--- src/rtl/kf8259_interrupt_acknowledge_initiator_if.sv ---
// CPU-side bus between the KF8259 and the acknowledge initiator: request inputs, INTA#/lock, result handshake.
// master = initiator (drives INTA# and the result), slave = controller/consumer side.
interface kf8259_interrupt_acknowledge_initiator_if;
  logic        interrupt_request;
  logic        interrupt_enable;
  logic        mode_8086;
  logic [7:0]  data_bus_in;
  logic        interrupt_acknowledge_n;
  logic        bus_lock;
  logic        busy;
  logic        vector_valid;
  logic        vector_ready;
  logic [15:0] vector_out;
  logic [7:0]  opcode_out;

  modport master (
    input  interrupt_request, interrupt_enable, mode_8086, data_bus_in, vector_ready,
    output interrupt_acknowledge_n, bus_lock, busy, vector_valid, vector_out, opcode_out
  );

  modport slave (
    output interrupt_request, interrupt_enable, mode_8086, data_bus_in, vector_ready,
    input  interrupt_acknowledge_n, bus_lock, busy, vector_valid, vector_out, opcode_out
  );
endinterface

--- src/rtl/kf8259_interrupt_acknowledge_initiator.sv ---
// Drives the 2/3-pulse INTA# sequence on an accepted KF8259 request and captures opcode/vector bytes.
// Result valid N*PW+(N-1)*GW+1 cycles after start; held in HOLD (no new sequence) until vector_ready.
module kf8259_interrupt_acknowledge_initiator #(
  parameter int PULSE_WIDTH = 2,
  parameter int GAP_WIDTH   = 2
) (
  input  logic clock,
  input  logic reset,
  kf8259_interrupt_acknowledge_initiator_if.master bus
);

  if (PULSE_WIDTH < 1 || PULSE_WIDTH > 255) begin : g_bad_pulse_width
    $error("PULSE_WIDTH must be within 1..255");
  end
  if (GAP_WIDTH < 1 || GAP_WIDTH > 255) begin : g_bad_gap_width
    $error("GAP_WIDTH must be within 1..255");
  end

  localparam logic [7:0] PULSE_LOAD = 8'(PULSE_WIDTH - 1);
  localparam logic [7:0] GAP_LOAD   = 8'(GAP_WIDTH - 1);

  typedef enum logic [1:0] {IDLE, PULSE, GAP, HOLD} state_t;

  state_t     state, state_nxt;
  logic [7:0] count, count_nxt;
  logic [1:0] index, index_nxt;
  logic       mode_q, mode_nxt;
  logic       cap_opcode, cap_low, cap_high;
  logic       last_pulse;

  assign last_pulse = mode_q ? (index == 2'd1) : (index == 2'd2);

  always_comb begin
    state_nxt  = state;
    count_nxt  = count;
    index_nxt  = index;
    mode_nxt   = mode_q;
    cap_opcode = 1'b0;
    cap_low    = 1'b0;
    cap_high   = 1'b0;
    case (state)
      IDLE: begin
        if (bus.interrupt_request && bus.interrupt_enable && !bus.vector_valid) begin
          mode_nxt  = bus.mode_8086;
          index_nxt = 2'd0;
          count_nxt = PULSE_LOAD;
          state_nxt = PULSE;
        end
      end
      PULSE: begin
        if (count == 8'd0) begin
          cap_opcode = (index == 2'd0);
          cap_low    = (index == 2'd1);
          cap_high   = (index == 2'd2);
          if (last_pulse) begin
            state_nxt = HOLD;
          end else begin
            count_nxt = GAP_LOAD;
            state_nxt = GAP;
          end
        end else begin
          count_nxt = count - 8'd1;
        end
      end
      GAP: begin
        if (count == 8'd0) begin
          index_nxt = index + 2'd1;
          count_nxt = PULSE_LOAD;
          state_nxt = PULSE;
        end else begin
          count_nxt = count - 8'd1;
        end
      end
      HOLD: begin
        if (bus.vector_ready) state_nxt = IDLE;
      end
      default: state_nxt = IDLE;
    endcase
  end

  // Outputs are registered from the next state so they line up with the state they describe.
  always_ff @(posedge clock) begin
    if (reset) begin
      state                       <= IDLE;
      count                       <= 8'd0;
      index                       <= 2'd0;
      mode_q                      <= 1'b0;
      bus.interrupt_acknowledge_n <= 1'b1;
      bus.bus_lock                <= 1'b0;
      bus.busy                    <= 1'b0;
      bus.vector_valid            <= 1'b0;
      bus.vector_out              <= 16'h0000;
      bus.opcode_out              <= 8'h00;
    end else begin
      state                       <= state_nxt;
      count                       <= count_nxt;
      index                       <= index_nxt;
      mode_q                      <= mode_nxt;
      bus.interrupt_acknowledge_n <= (state_nxt != PULSE);
      bus.bus_lock                <= (state_nxt == PULSE) || (state_nxt == GAP);
      bus.busy                    <= (state_nxt != IDLE);
      bus.vector_valid            <= (state_nxt == HOLD);
      if (cap_opcode) bus.opcode_out <= bus.data_bus_in;
      // 8086 results carry a single vector byte; the upper byte is cleared with it.
      if (cap_low)    bus.vector_out <= {(mode_q ? 8'h00 : bus.vector_out[15:8]), bus.data_bus_in};
      if (cap_high)   bus.vector_out[15:8] <= bus.data_bus_in;
    end
  end

endmodule

--- src/flat_wrapper.sv ---
// flat-port wrapper written by rule: the top's interface ports become plain ports
module kf8259_interrupt_acknowledge_initiator_flat 
#(
  parameter int PULSE_WIDTH = 2,
  parameter int GAP_WIDTH   = 2
)
  (clock, reset, bus_interrupt_request, bus_interrupt_enable, bus_mode_8086, bus_data_bus_in, bus_vector_ready, bus_interrupt_acknowledge_n, bus_bus_lock, bus_busy, bus_vector_valid, bus_vector_out, bus_opcode_out);
  kf8259_interrupt_acknowledge_initiator_if bus_i ();
  input  logic clock;
  input  logic reset;
  input wire logic [$bits(bus_i.interrupt_request)-1:0] bus_interrupt_request;
  input wire logic [$bits(bus_i.interrupt_enable)-1:0] bus_interrupt_enable;
  input wire logic [$bits(bus_i.mode_8086)-1:0] bus_mode_8086;
  input wire logic [$bits(bus_i.data_bus_in)-1:0] bus_data_bus_in;
  input wire logic [$bits(bus_i.vector_ready)-1:0] bus_vector_ready;
  output wire logic [$bits(bus_i.interrupt_acknowledge_n)-1:0] bus_interrupt_acknowledge_n;
  output wire logic [$bits(bus_i.bus_lock)-1:0] bus_bus_lock;
  output wire logic [$bits(bus_i.busy)-1:0] bus_busy;
  output wire logic [$bits(bus_i.vector_valid)-1:0] bus_vector_valid;
  output wire logic [$bits(bus_i.vector_out)-1:0] bus_vector_out;
  output wire logic [$bits(bus_i.opcode_out)-1:0] bus_opcode_out;
  assign bus_i.interrupt_request = bus_interrupt_request;
  assign bus_i.interrupt_enable = bus_interrupt_enable;
  assign bus_i.mode_8086 = bus_mode_8086;
  assign bus_i.data_bus_in = bus_data_bus_in;
  assign bus_i.vector_ready = bus_vector_ready;
  assign bus_interrupt_acknowledge_n = bus_i.interrupt_acknowledge_n;
  assign bus_bus_lock = bus_i.bus_lock;
  assign bus_busy = bus_i.busy;
  assign bus_vector_valid = bus_i.vector_valid;
  assign bus_vector_out = bus_i.vector_out;
  assign bus_opcode_out = bus_i.opcode_out;
  kf8259_interrupt_acknowledge_initiator #(.PULSE_WIDTH(PULSE_WIDTH), .GAP_WIDTH(GAP_WIDTH)) u_core (.clock(clock), .reset(reset), .bus(bus_i));
endmodule
--- config.mk ---
export PLATFORM = sky130hd
export DESIGN_NAME = kf8259_interrupt_acknowledge_initiator_flat
export DESIGN_NICKNAME = d
export VERILOG_FILES = /design/src/rtl/kf8259_interrupt_acknowledge_initiator_if.sv /design/src/rtl/kf8259_interrupt_acknowledge_initiator.sv /design/src/flat_wrapper.sv
export SDC_FILE = /design/constraint.sdc
export NUM_CORES = 1
export LEC_CHECK = 0
export BUFFER_PORTS_ARGS = -buffer_cell sky130_fd_sc_hd__buf_4
export CAP_MARGIN = 20
export CORE_ASPECT_RATIO = 0.7
export CORE_MARGIN = 2
export CORE_UTILIZATION = 55
export DETAILED_ROUTE_END_ITERATION = 6
export GPL_ROUTABILITY_DRIVEN = 1
export MAX_ROUTING_LAYER = met4
export PLACE_DENSITY = 0.77
export SLEW_MARGIN = 40
export SYNTH_ARGS = -nofsm -noshare
export SYNTH_HDL_FRONTEND = slang
export SYNTH_SLANG_ARGS = --single-unit
--- constraint.sdc ---
create_clock -name clock -period 5.84 [get_ports clock]
set_input_delay 1.46 -clock clock [delete_from_list [all_inputs] [get_ports clock]]
set_output_delay 1.46 -clock clock [all_outputs]
set_load 0.01 [all_outputs]
======== Yosys cells after proc, flatten, opt, wreduce, memory -nomap -nowiden ========
Cells that the tools add are included.
cells by class
  muxes and demuxes ....................... 24
  shift operators ......................... 0
  equality and inequality tests ........... 12
  multiply operators ...................... 0
  $add $sub $neg .......................... 2
  magnitude comparators ................... 0
  div/mod/pow operators ................... 0
  bitwise logic cells ..................... 0
  reductions and logical operators ........ 16
operator list
  operator                                                                  count
  8-bit two-way mux                                                         6
  8-bit one-hot mux with 3 select lines                                     1
  16-bit two-way mux                                                        1
  2-bit two-way mux                                                         6
  2-bit == test (second input constant)                                     5
  8-bit zero test                                                           1
  1-bit two-way mux                                                         8
  2-bit one-hot mux with 4 select lines                                     1
  2-bit nonzero test                                                        4
  8-bit by 1-bit subtractor with 8-bit output (second input constant)       1
  2-bit by 1-bit == test with 1-bit output (second input constant)          3
  2-bit by 1-bit inequality test with 1-bit output (second input constant)  3
  3-bit AND reduction                                                       2
  2-bit zero test                                                           2
  2-bit one-hot mux with 2 select lines                                     1
  2-bit AND reduction                                                       2
  3-bit inequality test (second input constant)                             1
  3-bit nonzero test                                                        1
  2-bit by 1-bit adder with 2-bit output (second input constant)            1
  1-bit logical AND                                                         2
  1-bit zero test                                                           1
  1-bit logical OR                                                          1
storage, ports and cells
  memories kept ........................... 0
  ROM bits ................................ 0
  register bits ........................... 41
  word-level logic and storage cells ...... 65
  bits of input ports ..................... 14
  memory bits (writable) .................. 0
  latch bits .............................. 0

======== Longest topological paths before layout ========
  word-level depth ........................ 7
  depth in mapped cells ................... 9
  gate-level depth less buffers ........... 8

======== Worst setup path before layout ========
No wires, ideal clock.
  path type ............................... input to register
  start point ............................. input bus_interrupt_enable
  end point ............................... register u_core.bus.bus_lock
  library setup time ...................... 0.127 ns
  arrival ................................. 2.640 ns
  stages .................................. 6
  setup slack ............................. 3.073 ns
  cells stage by stage .................... nand3b_1 > and2_1 > nor4_1 > a211o_1 > ha_1 > nor2b_1
on the way
  longest elaborated chain between the ends .. 6
  elaborated cells between the ends (all ways) .. 7
  classes of those cells .................. eq/ne: 2; mux: 2; reduce/logical: 3
ends and longest elaborated chain
  item                                                                              RTL line                                         text
  from (decl)                                                                       flat_wrapper.sv:12                               input wire logic [$bits(bus_i.interrupt_enable)-1:0] bus_interrupt_enable;
  1-bit logical AND (*) (2 in a row)                                                kf8259_interrupt_acknowledge_initiator.sv:43     if (bus.interrupt_request && bus.interrupt_enable && !bus.vector_valid) begin
  2-bit two-way mux (*)                                                             kf8259_interrupt_acknowledge_initiator.sv:43
  2-bit one-hot mux with 4 select lines (*)                                         kf8259_interrupt_acknowledge_initiator.sv:41     case (state)
  2-bit by 1-bit == test with 1-bit output / 2-bit == test (equally long branches)  kf8259_interrupt_acknowledge_initiator.sv:100    bus.bus_lock <= (state_nxt == PULSE) || (state_nxt == GAP);
  1-bit logical OR (*)                                                              kf8259_interrupt_acknowledge_initiator.sv:100
  to (signal assigned)                                                              kf8259_interrupt_acknowledge_initiator.sv:100
  to (decl)                                                                         kf8259_interrupt_acknowledge_initiator_if.sv:18  output interrupt_acknowledge_n, bus_lock, busy, vector_valid, vector_out, opcode_out
Mark *: on every way between the ends. The rest lies on a longest branch, timed or not.
A chain may end at the register's enable or synchronous reset.

======== Worst setup path in the final report ========
Same ends and word-level chain as after synthesis.

==> flow_results.xml <==
<?xml version="1.0" encoding="UTF-8"?>
<metrics>
  <group name="floorplanning">
    <metric name="die_footprint" unit="mm^2">0.00392</metric>
    <metric name="io_pins" unit="">42</metric>
    <metric name="placement_rows" unit="">17</metric>
    <metric name="die_x" unit="um">74.0</metric>
    <metric name="dieHeight" unit="um">53.0</metric>
    <metric name="initial_core_util" unit="%">58.7</metric>
    <metric name="core-area" unit="mm^2">0.00321</metric>
  </group>
  <group name="timing">
    <metric name="tightest_slew" unit="ns">0.748</metric>
    <metric name="min_period" unit="ns">2.80</metric>
    <metric name="final_tns_setup" unit="ns">0</metric>
    <metric name="timing.clock.skew" unit="ns">0.00644</metric>
    <metric name="timing_hold_violations_final" unit="">0</metric>
    <metric name="setup_violations" unit="">0</metric>
    <metric name="rsz0062_at_grt" unit="">false</metric>
    <metric name="timing.fmax" unit="MHz">357</metric>
    <metric name="post-route-worst-setup-slack" unit="ns">3.04</metric>
    <metric name="slew_violations" unit="">0</metric>
    <metric name="fin_crit_sh" unit="%">47.9</metric>
    <metric name="relSlewSlack" unit="%">49.7</metric>
  </group>
  <group name="placed_design">
    <metric name="io_buffer_count" unit="">41</metric>
    <metric name="finalWeightedCongestion" unit="">0.916</metric>
    <metric name="place_hpwl" unit="mm">3.15</metric>
    <metric name="place_worst_setup_slack" unit="ns">2.77</metric>
    <metric name="dp.cells" unit="">296</metric>
  </group>
  <group name="clock_tree">
    <metric name="cts-hold-fix-buffers" unit="">0</metric>
    <metric name="worst_skew_pair.late_latency" unit="ns">0.29</metric>
    <metric name="cts_sinks" unit="">41</metric>
    <metric name="post_cts_resized" unit="">0</metric>
    <metric name="cts_made_buffers" unit="">5</metric>
    <metric name="htree_num_levels" unit="">2</metric>
    <metric name="path_clk_slew" unit="ns">0.08</metric>
    <metric name="cts_root_buf" unit="">sky130_fd_sc_hd__clkbuf_8</metric>
    <metric name="tritoncts" unit="">yes</metric>
    <metric name="cts_post_setup_buffers_inserted" unit="">0</metric>
    <metric name="max-clock-path-buffers" unit="">2</metric>
  </group>
  <group name="yosys">
    <metric name="synth_area_leaders" unit="">sky130_fd_sc_hd__dfxtp_1 (44%), sky130_fd_sc_hd__nand2_1 (7.4%), sky130_fd_sc_hd__ha_1 (7.3%)</metric>
    <metric name="post_synth_top_area_cell" unit="">sky130_fd_sc_hd__dfxtp_1</metric>
    <metric name="yosys.area.top_type_share" unit="%">43.5</metric>
    <metric name="synth.lib_cells_used.distinct" unit="">44</metric>
    <metric name="ys_async_sr_fraction" unit="%">0</metric>
    <metric name="primary_flip_flop_cell_chosen_by_synthesis_mapping" unit="">sky130_fd_sc_hd__dfxtp_1</metric>
    <metric name="postSynthRegisterBits" unit="">41</metric>
    <metric name="ys_warn_count" unit="">0</metric>
    <metric name="synth.cells.most_frequent" unit="">sky130_fd_sc_hd__dfxtp_1 (41), sky130_fd_sc_hd__nand2_1 (37), sky130_fd_sc_hd__a21oi_1 (23), sky130_fd_sc_hd__nor2_1 (15), sky130_fd_sc_hd__ha_1 (11)</metric>
    <metric name="synth_area_per_cell" unit="um^2">8.62</metric>
    <metric name="synth_area" unit="mm^2">0.00189</metric>
    <metric name="synth_nets" unit="">244</metric>
    <metric name="synth_edf_count" unit="">0</metric>
    <metric name="synth_most_common_cell" unit="">sky130_fd_sc_hd__dfxtp_1</metric>
    <metric name="sequential_area_share_after_synthesis" unit="%">43.5</metric>
    <metric name="synthesis.instances" unit="">219</metric>
  </group>
  <group name="outcome">
    <metric name="outcome" unit="">completed</metric>
  </group>
  <group name="critical_path">
    <metric name="r2r.worst_path.cells" unit="">9</metric>
    <metric name="worstPathCellList" unit="">buf_4 -&gt; nand3b_1 -&gt; and2_1 -&gt; nor4_1 -&gt; a211o_1 -&gt; ha_1 -&gt; nor2b_1</metric>
    <metric name="worst_setup_path_end_kind" unit="">flop</metric>
    <metric name="delay_of_the_slowest_critical_path_stage" unit="ns">0.46</metric>
    <metric name="cp.buffers_inverters" unit="">1</metric>
    <metric name="critPathSlowestCell" unit="">sky130_fd_sc_hd__nor4_1</metric>
    <metric name="worstPathArrival" unit="ns">2.96</metric>
    <metric name="worst-r2r-setup-slack" unit="ns">3.40</metric>
    <metric name="start_kind" unit="">input port</metric>
    <metric name="worst_path_dominant_cell_family" unit="">simple AND/OR/NAND/NOR gates</metric>
    <metric name="critical_path_peak_fanout" unit="">5</metric>
    <metric name="critical_path.reg2reg.endpoint" unit="">u_core.bus.bus_lock</metric>
    <metric name="crit_path_required_time" unit="ns">6.01</metric>
    <metric name="reg2reg_from" unit="">u_core.count[0]</metric>
    <metric name="critPathKind" unit="">input port to flop</metric>
  </group>
  <group name="layout">
    <metric name="nFillCells" unit="">256</metric>
    <metric name="layout.core_utilization" unit="%">72.5</metric>
    <metric name="final-instance-count-excl-fill" unit="">304</metric>
    <metric name="post_route_cells_drive_above_1_share" unit="%">20.6</metric>
    <metric name="fin_nets" unit="">281</metric>
    <metric name="area_growth_syn_to_layout" unit="%">23.3</metric>
    <metric name="num_antenna_cells" unit="">0</metric>
  </group>
  <group name="pwr">
    <metric name="cellLeakagePower" unit="nW">0.933</metric>
    <metric name="max-vdd-ir-drop" unit="V">0.000194</metric>
    <metric name="power.density_cell_area" unit="mW/mm^2">309</metric>
  </group>
  <group name="hold_path">
    <metric name="min_delay_worst_endpoint" unit="">u_core.bus.vector_out[2]</metric>
    <metric name="hold-path-cell-count" unit="">2</metric>
    <metric name="worstHoldStart" unit="">u_core.bus.vector_out[2]</metric>
    <metric name="hold_path_class" unit="">flop to flop</metric>
  </group>
  <group name="detailed_routing">
    <metric name="post_drt_via_cell_ratio" unit="">5.68</metric>
    <metric name="drt_drc_violations_left" unit="">0</metric>
    <metric name="vias" unit="">1726</metric>
    <metric name="postRouteWirelength" unit="mm">4.65</metric>
    <metric name="drt-wirelength-per-cell" unit="um">15.3</metric>
    <metric name="dr.first_iter.drc_count" unit="">146</metric>
    <metric name="route.antenna.remaining_nets" unit="">0</metric>
    <metric name="firstDrtPassIters" unit="">5</metric>
  </group>
  <group name="global_routing">
    <metric name="gr-usage-met1" unit="%">38.4</metric>
    <metric name="grt_use_met3" unit="%">6.10</metric>
    <metric name="grt_overflow" unit="">0</metric>
    <metric name="first_global_vias" unit="">1505</metric>
    <metric name="antenna_found_initial" unit="">0</metric>
    <metric name="track_usage" unit="%">25.2</metric>
    <metric name="global_route.peak_usage_layer" unit="">met1</metric>
    <metric name="global_route.usage.met2" unit="%">32.3</metric>
    <metric name="grt_max_degree" unit="">40</metric>
    <metric name="grt_first_pass_wirelength" unit="mm">7.30</metric>
  </group>
  <group name="flow_run">
    <metric name="cap_violations" unit="">0</metric>
  </group>
</metrics>
-- per-stage QoR --
step | total power [W] | hold slack (ns) | cell area [um^2]
4_1_cts | 0.000720 | 0.458 | 2330
2_1_floorplan | 0.000427 | 0.457 | 1890
3_5_place_dp | 0.000486 | 0.447 | 2210
3_3_place_gp | 0.000483 | 0.440 | 2210
6_report | 0.000719 | 0.456 | 2330
5_1_grt | 0.000753 | 0.474 | 2330
-- cell families (layout without fill, tap and decap cells) --
kind of cell	Yosys count	count (layout)	synth area share, %
mux	2	2	1.13
simple gates	85	85	22.7
buf+inv	21	59	4.64
fa+ha+maj	11	11	7.29
flops	41	41	43.5
compound gates	59	59	20.7
-- area by class of cell --
class,instances,area [um^2],share of cell area [%]
Sequential cell,41,821,35.3
Timing Repair Buffer,43,323,13.9
Inverter,8,30.0,1.29
Multi-Input combinational cell,157,978,42.0
Clock buffer,7,86.3,3.71
Tap cell,47,58.8,2.53
Clock inverter,1,30.0,1.29
-- power breakdown --
part	leakage (nW)	switching [W]	internal, W	total (W)
sequential	0.332	0.0000117	0.000298	0.000310
combinational	0.542	0.000103	0.0000698	0.000173
clock	0.0585	0.0000964	0.000139	0.000236
-- placed cells by master (no fill, tap or decap), types with 2 or more instances in the layout --
| master | Yosys | final |
|---|---|---|
| sky130_fd_sc_hd__nand2_1 | 37 | 37 |
| sky130_fd_sc_hd__a211oi_1 | 2 | 2 |
| sky130_fd_sc_hd__buf_4 | 0 | 43 |
| sky130_fd_sc_hd__nor3_1 | 3 | 3 |
| sky130_fd_sc_hd__o31ai_1 | 4 | 4 |
| sky130_fd_sc_hd__nand3_1 | 4 | 4 |
| sky130_fd_sc_hd__nand4b_1 | 4 | 4 |
| sky130_fd_sc_hd__nor2b_1 | 3 | 3 |
| sky130_fd_sc_hd__a22oi_1 | 8 | 8 |
| sky130_fd_sc_hd__inv_1 | 8 | 8 |
| sky130_fd_sc_hd__ha_1 | 11 | 11 |
| sky130_fd_sc_hd__a21boi_0 | 4 | 4 |
| sky130_fd_sc_hd__nor2_1 | 15 | 15 |
| sky130_fd_sc_hd__nand4_1 | 3 | 3 |
| sky130_fd_sc_hd__clkbuf_8 | 0 | 6 |
| sky130_fd_sc_hd__dfxtp_1 | 41 | 41 |
| sky130_fd_sc_hd__or3_1 | 3 | 3 |
| sky130_fd_sc_hd__and4_1 | 4 | 4 |
| sky130_fd_sc_hd__o21ai_0 | 3 | 3 |
| sky130_fd_sc_hd__a31oi_1 | 3 | 3 |
| sky130_fd_sc_hd__a21oi_1 | 23 | 23 |
-- routing by layer --
| layer | share of wire [%] | vias up |
|---|---|---|
| li1 | - | 866 |
| met1 | 51 | 806 |
| met2 | 42 | 52 |
| met3 | 6.6 | 2 |
| met4 | 0.43 | 0 |
| met5 | 0 | - |
-- flip-flops by register name, indices dropped and copies added (netlist names) --
name	count
u_core.bus.vector_out	16
u_core.bus.opcode_out	8
u_core.count	8
u_core.index	2
u_core.state	2
u_core.bus.bus_lock	1
u_core.bus.busy	1
u_core.bus.interrupt_acknowledge_n	1
u_core.bus.vector_valid	1
u_core.mode_q	1
-- worst max path at each step --
stage	start	to	slack [ns]	depth (start not counted)
after detailed placement	bus_interrupt_enable	u_core.bus.bus_lock	2.77	7
after global placement	bus_interrupt_enable	u_core.bus.bus_lock	2.85	7
after floorplan	bus_interrupt_enable	u_core.bus.bus_lock	3.07	6
final	bus_interrupt_enable	u_core.bus.bus_lock	3.04	7
after CTS	bus_interrupt_enable	u_core.bus.bus_lock	3.05	7
after global routing	bus_interrupt_enable	u_core.bus.bus_lock	2.91	7
-- tightest hold or removal path, stage by stage, from the launching register on --
cell and delay (ns):
sky130_fd_sc_hd__dfxtp_1 0.32, sky130_fd_sc_hd__nand2_1 0.05, sky130_fd_sc_hd__a21oi_1 0.05
Power figures use the tool's default switching activity.
